[src/rtl/light_pkg.sv]
// Shared constants and width helpers
// for the multi-channel LED fader.
package light_pkg;

    localparam int DEF_NUM_CH   = 4;
    localparam int DEF_W        = 8;
    localparam int DEF_STEP     = 5;
    localparam int DEF_FADE_DIV = 4;

    function automatic int clog2(input int v);
        int r;
        r = 0;
        for (int i = 0; i < 31; i++) begin
            if ((1 << i) < v) begin
                r = i + 1;
            end
        end
        return r;
    endfunction

    // Index width that never collapses to zero bits.
    function automatic int ch_w(input int n);
        return (n <= 1) ? 1 : clog2(n);
    endfunction

endpackage

[src/rtl/light_fade_channel.sv]
// One LED channel: saturating target,
// level ramp and PWM compare.
module light_fade_channel
    import light_pkg::*;
#(
    parameter int W    = DEF_W,
    parameter int STEP = DEF_STEP
) (
    input  logic         clk_i,
    input  logic         rst_n_i,
    input  logic         inc_i,
    input  logic         dec_i,
    input  logic         fade_en_i,
    input  logic         fade_tick_i,
    input  logic [W-1:0] pwm_cnt_i,
    output logic         pwm_o,
    output logic         mismatch_o
);

    localparam logic [W-1:0] MAX    = '1;
    localparam logic [W-1:0] STEP_V = W'(STEP);
    localparam logic [W-1:0] HEAD   = MAX - STEP_V;

    logic [W-1:0] target_q;
    logic [W-1:0] target_d;
    logic [W-1:0] level_q;
    logic [W-1:0] level_d;

    // Saturating target step; inc and dec together cancel.
    always_comb begin
        target_d = target_q;
        if (inc_i && !dec_i) begin
            target_d = (target_q > HEAD) ? MAX : target_q + STEP_V;
        end else if (dec_i && !inc_i) begin
            target_d = (target_q < STEP_V) ? '0 : target_q - STEP_V;
        end
    end

    // Level snaps to target, or moves by one on each fade tick.
    always_comb begin
        level_d = level_q;
        if (!fade_en_i) begin
            level_d = target_q;
        end else if (fade_tick_i) begin
            if (level_q < target_q) begin
                level_d = level_q + W'(1);
            end else if (level_q > target_q) begin
                level_d = level_q - W'(1);
            end
        end
    end

    // Channel state and registered PWM output.
    always_ff @(posedge clk_i or negedge rst_n_i) begin
        if (!rst_n_i) begin
            target_q <= '0;
            level_q  <= '0;
            pwm_o    <= 1'b0;
        end else begin
            target_q <= target_d;
            level_q  <= level_d;
            pwm_o    <= (level_q > pwm_cnt_i);
        end
    end

    assign mismatch_o = (level_q != target_q);

endmodule

[src/rtl/multi_channel_light_fader.sv]
// Shared selection, fade prescaler and
// PWM counter driving NUM_CH fade channels.
module multi_channel_light_fader
    import light_pkg::*;
#(
    parameter int NUM_CH         = DEF_NUM_CH,
    parameter int PWM_VALUE_SIZE = DEF_W,
    parameter int BRIGHTNESS_INC = DEF_STEP,
    parameter int FADE_DIV       = DEF_FADE_DIV
) (
    input  logic                      clk_i,
    input  logic                      rst_n_i,
    input  logic                      inc_i,
    input  logic                      dec_i,
    input  logic                      next_ch_i,
    input  logic                      fade_en_i,
    output logic [NUM_CH-1:0]         leds_o,
    output logic [ch_w(NUM_CH)-1:0]   sel_ch_o,
    output logic                      busy_o
);

    localparam int W     = PWM_VALUE_SIZE;
    localparam int CH_W  = ch_w(NUM_CH);
    localparam int PRE_W = ch_w(FADE_DIV);

    localparam logic [W-1:0]     MAX     = '1;
    localparam logic [W-1:0]     CNT_TOP = MAX - W'(1);
    localparam logic [PRE_W-1:0] PRE_TOP = PRE_W'(FADE_DIV - 1);
    localparam logic [CH_W-1:0]  SEL_TOP = CH_W'(NUM_CH - 1);

    logic [CH_W-1:0]   sel_q;
    logic [PRE_W-1:0]  pre_q;
    logic [W-1:0]      pwm_q;
    logic              fade_tick;
    logic [NUM_CH-1:0] mismatch;

    assign fade_tick = (pre_q == PRE_TOP);

    // Selection rotation, prescaler, PWM counter and busy flag.
    always_ff @(posedge clk_i or negedge rst_n_i) begin
        if (!rst_n_i) begin
            sel_q  <= '0;
            pre_q  <= '0;
            pwm_q  <= '0;
            busy_o <= 1'b0;
        end else begin
            if (next_ch_i) begin
                sel_q <= (sel_q == SEL_TOP) ? '0 : sel_q + CH_W'(1);
            end
            pre_q  <= fade_tick ? '0 : pre_q + PRE_W'(1);
            pwm_q  <= (pwm_q == CNT_TOP) ? '0 : pwm_q + W'(1);
            busy_o <= |mismatch;
        end
    end

    for (genvar i = 0; i < NUM_CH; i++) begin : g_ch
        logic ch_inc;
        logic ch_dec;
        assign ch_inc = inc_i && (sel_q == CH_W'(i));
        assign ch_dec = dec_i && (sel_q == CH_W'(i));

        light_fade_channel #(
            .W    (W),
            .STEP (BRIGHTNESS_INC)
        ) u_ch (
            .clk_i       (clk_i),
            .rst_n_i     (rst_n_i),
            .inc_i       (ch_inc),
            .dec_i       (ch_dec),
            .fade_en_i   (fade_en_i),
            .fade_tick_i (fade_tick),
            .pwm_cnt_i   (pwm_q),
            .pwm_o       (leds_o[i]),
            .mismatch_o  (mismatch[i])
        );
    end

    assign sel_ch_o = sel_q;

endmodule

[config.mk]
export PLATFORM = sky130hd
export DESIGN_NAME = multi_channel_light_fader
export DESIGN_NICKNAME = d
export VERILOG_FILES = /design/src/rtl/light_pkg.sv /design/src/rtl/light_fade_channel.sv /design/src/rtl/multi_channel_light_fader.sv
export SDC_FILE = /design/constraint.sdc
export NUM_CORES = 1
export LEC_CHECK = 0
export CAP_MARGIN = 10
export CELL_PAD_IN_SITES_DETAIL_PLACEMENT = 0
export CELL_PAD_IN_SITES_GLOBAL_PLACEMENT = 1
export CORE_ASPECT_RATIO = 1.75
export CORE_MARGIN = 2
export CORE_UTILIZATION = 49
export DETAILED_ROUTE_END_ITERATION = 16
export GPL_ROUTABILITY_DRIVEN = 0
export GPL_TIMING_DRIVEN = 0
export HOLD_SLACK_MARGIN = 0.06
export PLACE_DENSITY_LB_ADDON = 0.1
export SYNTH_ARGS = -nofsm -noshare
export SYNTH_HDL_FRONTEND = slang
export SYNTH_SLANG_ARGS = --single-unit
[constraint.sdc]
create_clock -name clk_i -period 4 [get_ports clk_i]
set_input_delay 0.4 -clock clk_i [delete_from_list [all_inputs] [get_ports clk_i]]
set_output_delay 0.4 -clock clk_i [all_outputs]
set_load 0.02 [all_outputs]
; Yosys cells after proc, flatten, opt, wreduce, memory -nomap -nowiden
; Index checks and enable logic that the tools add are counted.
[totals]
in_bits = 6
reg_bits = 81
[op_classes]
eq_ne = 14
add_sub_neg = 19
n_reduce_logical = 34
n_lt_le_gt_ge = 20
mux = 35
[op_table]
columns = cell, n
row1 = 8-bit two-way mux, 33
row2 = 8-bit greater-than comparator, 8
row3 = "8-bit by 1-bit adder with 8-bit output, second input constant", 5
row4 = "8-bit by 3-bit adder with 8-bit output, second input constant", 4
row5 = "8-bit greater-than comparator, second input constant", 4
row6 = "8-bit by 3-bit less-than comparator with 1-bit output, second input constant", 4
row7 = 8-bit less-than comparator, 4
row8 = 8-bit != test, 4
row9 = "8-bit by 1-bit subtractor with 8-bit output, second input constant", 4
row10 = "8-bit by 3-bit subtractor with 8-bit output, second input constant", 4
row11 = 1-bit logical AND, 16
row12 = "3-bit by 1-bit != test with 1-bit output, second input constant", 4
row13 = "8-bit equality test, second input constant", 1
row14 = 1-bit logical NOT, 8
row15 = 2-bit AND reduction, 4
row16 = 2-bit nonzero test, 4
row17 = "2-bit equality test, second input constant", 3
row18 = "2-bit by 1-bit adder with 2-bit output, second input constant", 2
row19 = 2-bit two-way mux, 2
row20 = 4-bit OR reduction, 1
row21 = "2-bit by 1-bit equality test with 1-bit output, second input constant", 1
row22 = 2-bit logical NOT, 1
row23 = "2-bit by 1-bit != test with 1-bit output, second input constant", 1

; Depth between registers and ports, before layout
; Gate-level depths: netlist of run 1.
[logic_depth]
ltp_word = 6
ltp_mapped = 15

; Hierarchy
; A second synthesis of run 1 with hierarchy kept.
[unflattened]
cells_unflattened = 888
area_unflattened_um2 = 7714.9
[modules_own_cells]
columns = module, n_inst, seq_area_each_um2, cells_each, area_each_um2
row1 = light_fade_channel, 4, 425.4, 204, 1737.9
row2 = multi_channel_light_fader, 1, 325.3, 72, 763.2

; Worst setup path before layout of run 1
; OpenSTA, ideal clock, no wires.
[synth_timing]
kind = register to register
from = reg g_ch[3].u_ch.target_q[1]
to = reg g_ch[3].u_ch.level_q[7]
n_path_buf = 0
t_required_ps = 3918
path_slack_ps = 806
synth_period_minus_slack_ps = 3194
t_arrival_ps = 3112
stages_incl_launch_ff = 15
cell_sequence = dfrtp_1 > inv_1 > ha_1 > nand2b_1 > a21oi_1 > nor2_1 > o21bai_1 > ha_1 > a21oi_1 > o2111ai_2 > a21o_1 > a21oi_1 > xor2_1 > or3_1 > a31oi_1
[synth_between]
elab_chain_cells = 4
elab_cells_between_ends = 7
cone_classes = order compare (2) / eq/ne (1) / mux (3) / reduce/logical (1)
[synth_rtl]
columns = element, line
row1 = from (decl), light_fade_channel.sv:24  ; logic [W-1:0] target_q;
row2 = from (signal assigned), light_fade_channel.sv:60  ; target_q <= target_d;
row3 = 8-bit less-than comparator, light_fade_channel.sv:45  ; if (level_q < target_q) begin
row4 = 8-bit two-way mux, light_fade_channel.sv:45
row5 = 8-bit two-way mux, light_fade_channel.sv:44  ; end else if (fade_tick_i) begin
row6 = 8-bit two-way mux, light_fade_channel.sv:42  ; if (!fade_en_i) begin
row7 = to (signal assigned), light_fade_channel.sv:61  ; level_q <= level_d;
row8 = to (decl), light_fade_channel.sv:26  ; logic [W-1:0] level_q;
; Parallel ways exist; a longest one is shown, timed or not. The select of a mux whose other input is x is not followed.
; A chain may end at the register's enable or synchronous reset.

; Final worst setup path of run 1
[layout_timing]
from = reg g_ch[1].u_ch.target_q[1]
to = reg g_ch[1].u_ch.level_q[7]
[layout_between]
elab_chain_cells = 4
elab_cells_between_ends = 7
cone_classes = order compare (2) / eq/ne (1) / mux (3) / reduce/logical (1)
[layout_rtl]
columns = element, line
row1 = from (decl), light_fade_channel.sv:24
row2 = from (signal assigned), light_fade_channel.sv:60
row3 = 8-bit less-than comparator, light_fade_channel.sv:45
row4 = 8-bit two-way mux, light_fade_channel.sv:45
row5 = 8-bit two-way mux, light_fade_channel.sv:44
row6 = 8-bit two-way mux, light_fade_channel.sv:42
row7 = to (signal assigned), light_fade_channel.sv:61
row8 = to (decl), light_fade_channel.sv:26
; Parallel ways exist; a longest one is shown, timed or not. The select of a mux whose other input is x is not followed.

==> results of run 1 <==
logic make-up (layout without fill, tap and decap cells):
group,count (synthesis),after routing,synth area share (%)
fa+ha+maj,119,119,20.5
simple gates,239,239,15.7
mux,8,8,1.08
flops,81,81,27.4
compound gates,298,298,24.0
xor+xnor,45,45,5.32
buf+inv,104,131,5.98
state kept, by name (all words and copies together) (netlist names):
register	cells
busy_o	1
g_ch.u_ch.level_q	32
g_ch.u_ch.pwm_o	4
g_ch.u_ch.target_q	32
pre_q	2
pwm_q	8
sel_ch_o	2
routing by layer:
layer / track usage (%) / vias up / share of wire, %
met1: 27.3 / 3226 / 39
met2: 51.1 / 125 / 56
met3: 2.18 / 41 / 2.1
li1: - / 3243 / -
met5: 0 / - / 0
met4: 9.49 / 0 / 2.6
metrics by stage:
stage | setup WS, ns | instances | util (%) | hold WS [ns]
global route | 0.0451 | 1104 | 54.6 | 0.433
floorplan | 0.806 | 894 | - | 0.104
CTS | 0.256 | 1104 | 54.5 | 0.422
detailed placement | 0.309 | 1089 | 52.3 | 0.366
global placement | -0.693 | 1088 | 52.2 | 0.414
finish | 0.262 | 1104 | 54.6 | 0.422
final cells by class:
class | instances | area [um2] | share of cell area [%]
Inverter | 69 | 259 | 3.20
Clock inverter | 3 | 65.1 | 0.803
Sequential cell | 81 | 2030 | 25.0
Timing Repair Buffer | 13 | 145 | 1.79
Buffer | 35 | 184 | 2.27
Multi-Input combinational cell | 709 | 4940 | 61.0
Clock buffer | 11 | 253 | 3.12
Tap cell | 183 | 229 | 2.83
power breakdown:
part | switching (mW) | internal [mW]
Clock | 0.352 | 0.574
Sequential | 0.422 | 1.12
Combinational | 3.09 | 2.29
Total | 3.86 | 3.98
placed cells by master (no fill, tap or decap), types with 4 or more instances in the layout:
master,n
a21o_1,20
a21oi_1,122
a31oi_1,12
and2_1,9
and4_1,4
buf_2,11
buf_4,9
clkbuf_1,14
clkbuf_16,9
clkdlybuf4s50_1,10
dfrtp_1,81
fa_1,4
ha_1,115
inv_1,67
mux2i_1,8
nand2_1,42
nand2b_1,18
nand3_1,18
nand4_1,16
nor2_1,88
nor2b_1,7
nor3_1,14
o211ai_1,9
o21a_1,6
o21ai_0,81
o31ai_1,5
or3_1,10
xnor2_1,33
xor2_1,12
synth_stat cells (9+ instances only):
cell / number / area (um2)
o21ai_0: 81 / 405
a21o_1: 20 / 150
clkbuf_1: 14 / 52.6
ha_1: 115 / 1440
nand2b_1: 18 / 113
a21oi_1: 122 / 611
xor2_1: 12 / 105
inv_1: 67 / 251
nand3_1: 18 / 90.1
a31oi_1: 12 / 75.1
buf_2: 11 / 55.1
nand2_1: 42 / 158
dfrtp_1: 81 / 2030
nor2_1: 88 / 330
or3_1: 10 / 62.6
nor3_1: 14 / 70.1
o211ai_1: 9 / 67.6
and2_1: 9 / 56.3
nand4_1: 16 / 100
xnor2_1: 33 / 289
worst max path at each step:
stage / start / endpoint / slack (ns) / cells past startpoint
6_report: g_ch[1].u_ch.target_q[1]$_DFFE_PN0P_ / g_ch[1].u_ch.level_q[7]$_DFFE_PN0P_ / 0.26 / 14
5_1_grt: g_ch[1].u_ch.target_q[1]$_DFFE_PN0P_ / g_ch[1].u_ch.level_q[7]$_DFFE_PN0P_ / 0.05 / 14
4_1_cts: g_ch[3].u_ch.target_q[3]$_DFFE_PN0P_ / g_ch[3].u_ch.level_q[7]$_DFFE_PN0P_ / 0.26 / 14
3_5_place_dp: g_ch[1].u_ch.target_q[1]$_DFFE_PN0P_ / g_ch[1].u_ch.level_q[7]$_DFFE_PN0P_ / 0.31 / 14
3_3_place_gp: rst_n_i / g_ch[1].u_ch.target_q[5]$_DFFE_PN0P_ / -0.69 / 1
2_1_floorplan: g_ch[3].u_ch.target_q[1]$_DFFE_PN0P_ / g_ch[3].u_ch.level_q[7]$_DFFE_PN0P_ / 0.81 / 14
what timing repair did:
action                     4_1_cts  5_1_grt
hold endpoints to repair        26        0
hold buffers                     1        0
setup endpoints to repair        0        1
resized for setup                0        1
buffers inserted                 0        0
critical path, delay by kind of cell, from the launching register on:
kind / cells / cell delay, ns
AO/OA/AOI/OAI: 7 / 1.43
buffers and inverters: 1 / 0.18
AND/OR/NAND/NOR: 3 / 0.75
XOR/XNOR: 1 / 0.11
adder cells (fa/ha/maj): 2 / 0.71
flip-flops: 1 / 0.48
==> metrics.cfg, run 1 <==
[outcome]
status = finished, final reports clean

[sta]
hold_viol_final = 0
tightest_slew_ns = 0.712
setup_violations = 0
fin_crit_ns = 3.74
rsz0062_at_grt = no
finalClockSkew_ns = 0.0123
fin_crit_sh_pct = 93.5
report.final.slew_viol_count = 0
slew-limit-headroom_pct = 52.5
tns_ns = 0
fmax_mhz = 267

[route]
drt_wl_total_um = 20600
viasPerCell = 6.01
drt_drc_violations_left = 0
dr.pass1.iters = 5
dr_total_vias = 6635
route.antenna.remaining_nets = 0
drt_iter0_drc = 339
wl_per_cell_um = 18.7

[finish]
diodes = 0
n_fill_cell = 1405
layout-drive-gt1-share_pct = 5.43
nNetsFinal = 1043
design_area_um2 = 8100
area_growth_syn_to_layout_pct = 9.40

[global_routing]
overflow = 0
antenna_found_initial = 0
grt_first_pass_wirelength_um = 33600
grt_usage_pct = 25.7
grt_pass1_vias = 6731
grt_max_degree = 56

[power]
ir_drop_mv = 0.390
fin_total_pwr_mw = 7.85
power_leakage_nw = 3.70
power_density_nw_per_um2 = 969

[floorplan]
die-area_um2 = 16100
rows = 59
die_w_um = 96.9
core-area_um2 = 14800
initial_core_util_pct = 49.9
die_h_um = 167
ios = 13

[logic_synthesis]
syn_area_um2 = 7400
syn_area_per_cell_um2 = 8.28
synth_edf_count = 0
syn_inst = 894
async_flop_share_pct = 100
yosysUniqueCellTypes = 63
synth-seq-cells = 81
ys.flop_type = dfrtp_1
mappedNetlistNets = 1019
yosysWarningCount = 0
yosysSeqAreaShare_pct = 27.4

[clock_network]
cts_buffers = 9
cts_sinks = 81
clkLatencyLatePin_ns = 0.35
cts_buffer_depth = 2
cts-root-buf = clkbuf_16
cts_tree = done
clk_pin_slew_ns = 0.06
htree_levels = 3

[run]
max_cap_viol_count = 0

[worst_setup_path]
worst-setup-path-type = flop to flop
worstReg2RegStart = g_ch[1].u_ch.target_q[1]$_DFFE_PN0P_
timing.rr.end = g_ch[1].u_ch.level_q[7]$_DFFE_PN0P_
rr_worst_depth = 14
required_ns = 4.27
startpoint_type = flop
path_max_fanout = 9
worstPathArrival_ns = 4.01
reg2reg_setup_slack_ns = 0.26
slowest_stage = dfrtp_1
worstPathCellList = inv_1, ha_1, nor2b_1, o211a_1, o21ai_0, nand2b_1, ha_1, a21oi_1, o2111ai_1, a21o_1, a21oi_1, xor2_1, or3_1, a31oi_1
slowest_delay_ns = 0.48
cp-end-kind = flop

[hold_path]
holdCritPathClass = input port to flop
hold_start = fade_en_i
worstHoldEndpoint = g_ch[1].u_ch.level_q[7]$_DFFE_PN0P_
hold_depth = 3

[placed_design]
placed_cell_area_um2 = 7770
hpwl_um = 15800
io_buffers = 11

Power figures use the tool's default switching activity.
==> run 2: changes to the inputs <==
CORE_UTILIZATION = 45   (was 49)
==> metrics.cfg, run 2 (same netlist as run 1, synthesis figures left out) <==
[outcome]
status = finished, final reports clean

[route]
route.antenna.remaining_nets = 0
drt_iter0_drc = 271
drt_wl_total_um = 20800
viasPerCell = 5.96
dr_total_vias = 6644
wl_per_cell_um = 18.7
drt_drc_violations_left = 0
dr.pass1.iters = 5

[finish]
fin_cells = 1115
layout_common_cells = a21oi_1, ha_1, nor2_1, o21ai_0, dfrtp_1
final_common_cell = a21oi_1
area_growth_syn_to_layout_pct = 9.28
nNetsFinal = 1043
layout-drive-gt1-share_pct = 5.53
final_core_util_pct = 49.7
reg.largest.list = g_ch.u_ch.level_q (32), g_ch.u_ch.target_q (32), pwm_q (8)
diodes = 0

[sta]
tightest_slew_ns = 0.841
fin_crit_ns = 3.70
report.final.slew_viol_count = 0
fmax_mhz = 270
fin_crit_sh_pct = 92.6
setup_violations = 0
rsz0062_at_grt = no
slew-limit-headroom_pct = 43.9
final.setup.worst_slack_ns = 0.296
finalClockSkew_ns = 0.00787
hold_viol_final = 0

[clock_network]
clkLatencyLatePin_ns = 0.36
cts_buffers = 9
clk_pin_slew_ns = 0.07
cts_sinks = 81
htree_levels = 3
cts_buffer_depth = 2
cts-root-buf = clkbuf_16
cts_tree = done
cts_setup_buffers = 0

[floorplan]
ios = 13
die_w_um = 101
core-area_um2 = 16300
rows = 62
die_h_um = 174
die-area_um2 = 17500
initial_core_util_pct = 45.4

[placed_design]
place_ws_ns = 0.113
dpl.cell_count = 1098
io_buffers = 11
hpwl_um = 16000

[worst_setup_path]
required_ns = 4.28
slowest_stage = dfrtp_1
path_max_fanout = 9
worst-setup-path-type = flop to flop
cp-end-kind = flop
reg2reg_setup_slack_ns = 0.30
worstReg2RegStart = g_ch[1].u_ch.target_q[1]$_DFFE_PN0P_
worstPathCellList = inv_1, ha_1, nor2b_1, o211a_1, o21ai_0, nand2b_1, ha_1, a21oi_1, o2111ai_1, a21o_1, a21oi_1, xor2_1, or3_1, a31oi_1
worstPathArrival_ns = 3.99
startpoint_type = flop
timing.rr.end = g_ch[1].u_ch.level_q[7]$_DFFE_PN0P_
slowest_delay_ns = 0.49
rr_worst_depth = 14

[power]
ir_drop_mv = 0.335
power_density_nw_per_um2 = 961
power_leakage_nw = 3.68

[global_routing]
grt_pass1_vias = 7034
antenna_found_initial = 0
grt_max_degree = 58
grt_usage_pct = 25.0
overflow = 0
grt_first_pass_wirelength_um = 34900

[hold_path]
worstHoldEndpoint = g_ch[1].u_ch.level_q[7]$_DFFE_PN0P_
hold_depth = 3
hold_start = fade_en_i
holdCritPathClass = input port to flop

[run]
max_cap_viol_count = 0

[run 2: changes by cell type in the layout (fill, tap and decap cells not counted), sizes merged]
cell      change
clkinvlp      +2
clkinv        +1
bufinv        -1
[run 2: stage by stage]
step | power, mW | area, um2 | hold slack [ns] | setup TNS, ns
6_report | 7.77 | 8090 | 0.394 | 0
5_1_grt | 8.60 | 8090 | 0.408 | 0
4_1_cts | 7.79 | 8090 | 0.385 | 0
3_5_place_dp | 6.86 | 7780 | 0.353 | 0
3_3_place_gp | 6.67 | 7750 | 0.414 | -58.37
2_1_floorplan | 5.59 | 7400 | 0.104 | 0
[run 2: area by class of cell]
class | instances | area, um2
Buffer | 35 | 184
Inverter | 69 | 259
Timing Repair Buffer | 13 | 145
Clock inverter | 5 | 55.1
Multi-Input combinational cell | 709 | 4940
Fill cell | 1590 | 8200
Clock buffer | 11 | 243
Tap cell | 192 | 240
Sequential cell | 81 | 2030
[run 2: how the worst max path moves through the flow]
stage | startpoint | slack, ns | end | cells past startpoint
finish | g_ch[1].u_ch.target_q[1]$_DFFE_PN0P_ | 0.30 | g_ch[1].u_ch.level_q[7]$_DFFE_PN0P_ | 14
CTS | g_ch[3].u_ch.target_q[3]$_DFFE_PN0P_ | 0.09 | g_ch[3].u_ch.level_q[7]$_DFFE_PN0P_ | 14
global route | g_ch[1].u_ch.target_q[1]$_DFFE_PN0P_ | 0.09 | g_ch[1].u_ch.level_q[7]$_DFFE_PN0P_ | 14
detailed placement | g_ch[3].u_ch.target_q[3]$_DFFE_PN0P_ | 0.11 | g_ch[3].u_ch.level_q[7]$_DFFE_PN0P_ | 14
global placement | rst_n_i | -0.73 | g_ch[2].u_ch.level_q[0]$_DFFE_PN0P_ | 1
floorplan | g_ch[3].u_ch.target_q[1]$_DFFE_PN0P_ | 0.81 | g_ch[3].u_ch.level_q[7]$_DFFE_PN0P_ | 14
[run 2: per-layer routing]
layer / track usage [%] / wire [um]
met5: 0 / 0
met4: 12.4 / 886
met3: 2.78 / 493
met2: 47.0 / 11500
met1: 26.7 / 7950
[run 2: what timing repair did]
action | 4_1_cts | 5_1_grt
resized for setup | 0 | 1
endpoints found under the hold margin | 24 | 0
hold buffers | 1 | 0
setup endpoints to repair | 0 | 1
[run 2: power by group]
| part | switching, mW | internal (mW) | total, mW |
|---|---|---|---|
| Clock | 0.373 | 0.500 | 0.873 |
| Combinational | 3.07 | 2.29 | 5.36 |
| Sequential | 0.424 | 1.12 | 1.54 |
| Total | 3.87 | 3.90 | 7.77 |
[run 2: critical path: cells and delay by family, from the launching register on]
kind,cells,cell delay (ns)
adders and majority gates,2,0.70
buffers and inverters,1,0.18
and+or+nand+nor,3,0.75
DFF,1,0.49
AOI/OAI and AO/OA,7,1.42
xor gates and xnor gates,1,0.10
==> run 3: changes to the inputs <==
MAX_ROUTING_LAYER = met4   (was default)
==> metrics.cfg, run 3 (same netlist as run 1, synthesis figures left out) <==
[finish]
diodes = 0
reg.largest.list = g_ch.u_ch.level_q (32), g_ch.u_ch.target_q (32), pwm_q (8)
layout_common_cells = a21oi_1, ha_1, nor2_1, o21ai_0, dfrtp_1
final_core_util_pct = 49.7
final_common_cell = a21oi_1
n_fill_cell = 1590
layout-drive-gt1-share_pct = 5.53
nNetsFinal = 1043
area_growth_syn_to_layout_pct = 9.28

[power]
ir_drop_mv = 0.331
fin_total_pwr_mw = 7.76
power_density_nw_per_um2 = 960
power_leakage_nw = 3.68

[clock_network]
cts_buffers = 9
cts_tree = done
cts_buffer_depth = 2
htree_levels = 3
cts-root-buf = clkbuf_16
clkLatencyLatePin_ns = 0.35
cts_sinks = 81
clk_pin_slew_ns = 0.07
cts_setup_buffers = 0

[sta]
report.final.slew_viol_count = 0
finalClockSkew_ns = 0.00734
slew-limit-headroom_pct = 44.2
setup_violations = 0
tightest_slew_ns = 0.837
fmax_mhz = 270
hold_viol_final = 0
rsz0062_at_grt = no
tns_ns = 0
fin_crit_sh_pct = 92.7
fin_crit_ns = 3.71
hold_slack_ns = 0.394

[worst_setup_path]
startpoint_type = flop
cp-end-kind = flop
worst-setup-path-type = flop to flop
path_max_fanout = 9
worstPathArrival_ns = 3.99
required_ns = 4.28

[global_routing]
grt_usage_pct = 25.7
grt_max_degree = 58
grt_first_pass_wirelength_um = 34900
use_met3_pct = 2.66
grt_busiest_layer = met2
antenna_found_initial = 0
grt_pass1_vias = 7032
grt.met2_usage_pct = 47.1
gr-usage-met1_pct = 26.8
overflow = 0

[route]
drt_drc_violations_left = 0
route.antenna.remaining_nets = 0
wl_per_cell_um = 18.6
drt_iter0_drc = 275
viasPerCell = 5.97
drt_wl_total_um = 20800
dr_total_vias = 6654
dr.pass1.iters = 5

[floorplan]
die-area_um2 = 17500
die_h_um = 174
die_w_um = 101
rows = 62
core-area_um2 = 16300
initial_core_util_pct = 45.4
ios = 13

[placed_design]
hpwl_um = 16000
io_buffers = 11

[outcome]
status = finished, final reports clean

[run]
max_cap_viol_count = 0

[hold_path]
holdCritPathClass = input port to flop

## run 3: stage by stage
step,setup slack [ns],instances,cell area [um2]
after floorplan,0.806,894,7400
after global placement,-0.733,1097,7750
after detailed placement,0.113,1098,7780
after CTS,0.0889,1115,8090
after global routing,0.0716,1115,8090
final,0.291,1115,8090
## run 3: final timing paths
path                                                      start                             endpoint  slack (ns)  depth (start not counted)
min in group asynchronous                               rst_n_i  g_ch[0].u_ch.level_q[5]$_DFFE_PN0P_        0.51                          2
max                        g_ch[1].u_ch.target_q[1]$_DFFE_PN0P_  g_ch[1].u_ch.level_q[7]$_DFFE_PN0P_        0.29                         14
max in group asynchronous                               rst_n_i  g_ch[3].u_ch.level_q[4]$_DFFE_PN0P_        2.84                          3
min reg2reg                                  pre_q[0]$_DFF_PN0_                   pre_q[0]$_DFF_PN0_        0.44                          1
max reg2reg                g_ch[1].u_ch.target_q[1]$_DFFE_PN0P_  g_ch[1].u_ch.level_q[7]$_DFFE_PN0P_        0.29                         14
min                                                   fade_en_i  g_ch[1].u_ch.level_q[7]$_DFFE_PN0P_        0.39                          3
## run 3: worst max-delay path, stage by stage, from the launching register on
cell       delay [ns]
dfrtp_1          0.49
inv_1            0.18
ha_1             0.31
nor2b_1          0.13
o211a_1          0.22
o21ai_0          0.18
nand2b_1         0.30
ha_1             0.39
a21oi_1          0.22
o2111ai_1        0.24
a21o_1           0.23
a21oi_1          0.17
xor2_1           0.10
or3_1            0.33
a31oi_1          0.16
## run 3: layer usage
layer / vias to the layer above / wire length [um]
met2: 142 / 11500
met3: 52 / 540
met1: 3223 / 7870
li1: 3237 / -
met5: - / 0
met4: 0 / 843
## run 3: report_power, final
part	internal (mW)	switching (mW)	total, mW	leakage [nW]
sequential	1.12	0.423	1.54	0.883
clock	0.500	0.373	0.873	0.142
combinational	2.29	3.07	5.35	2.66
## run 3: timing repair
item                                    in CTS  in global routing
resized for setup                            0                  1
endpoints found under the setup margin       0                  1
hold buffers                                 1                  0
endpoints found under the hold margin       24                  0
## run 3: area by class of cell
type | count | area (um2) | share of cell area, %
Buffer | 35 | 184 | 2.27
Clock inverter | 5 | 55.1 | 0.681
Inverter | 69 | 259 | 3.20
Sequential cell | 81 | 2030 | 25.1
Timing Repair Buffer | 13 | 145 | 1.79
Multi-Input combinational cell | 709 | 4940 | 61.0
Tap cell | 192 | 240 | 2.97
Clock buffer | 11 | 243 | 3.00
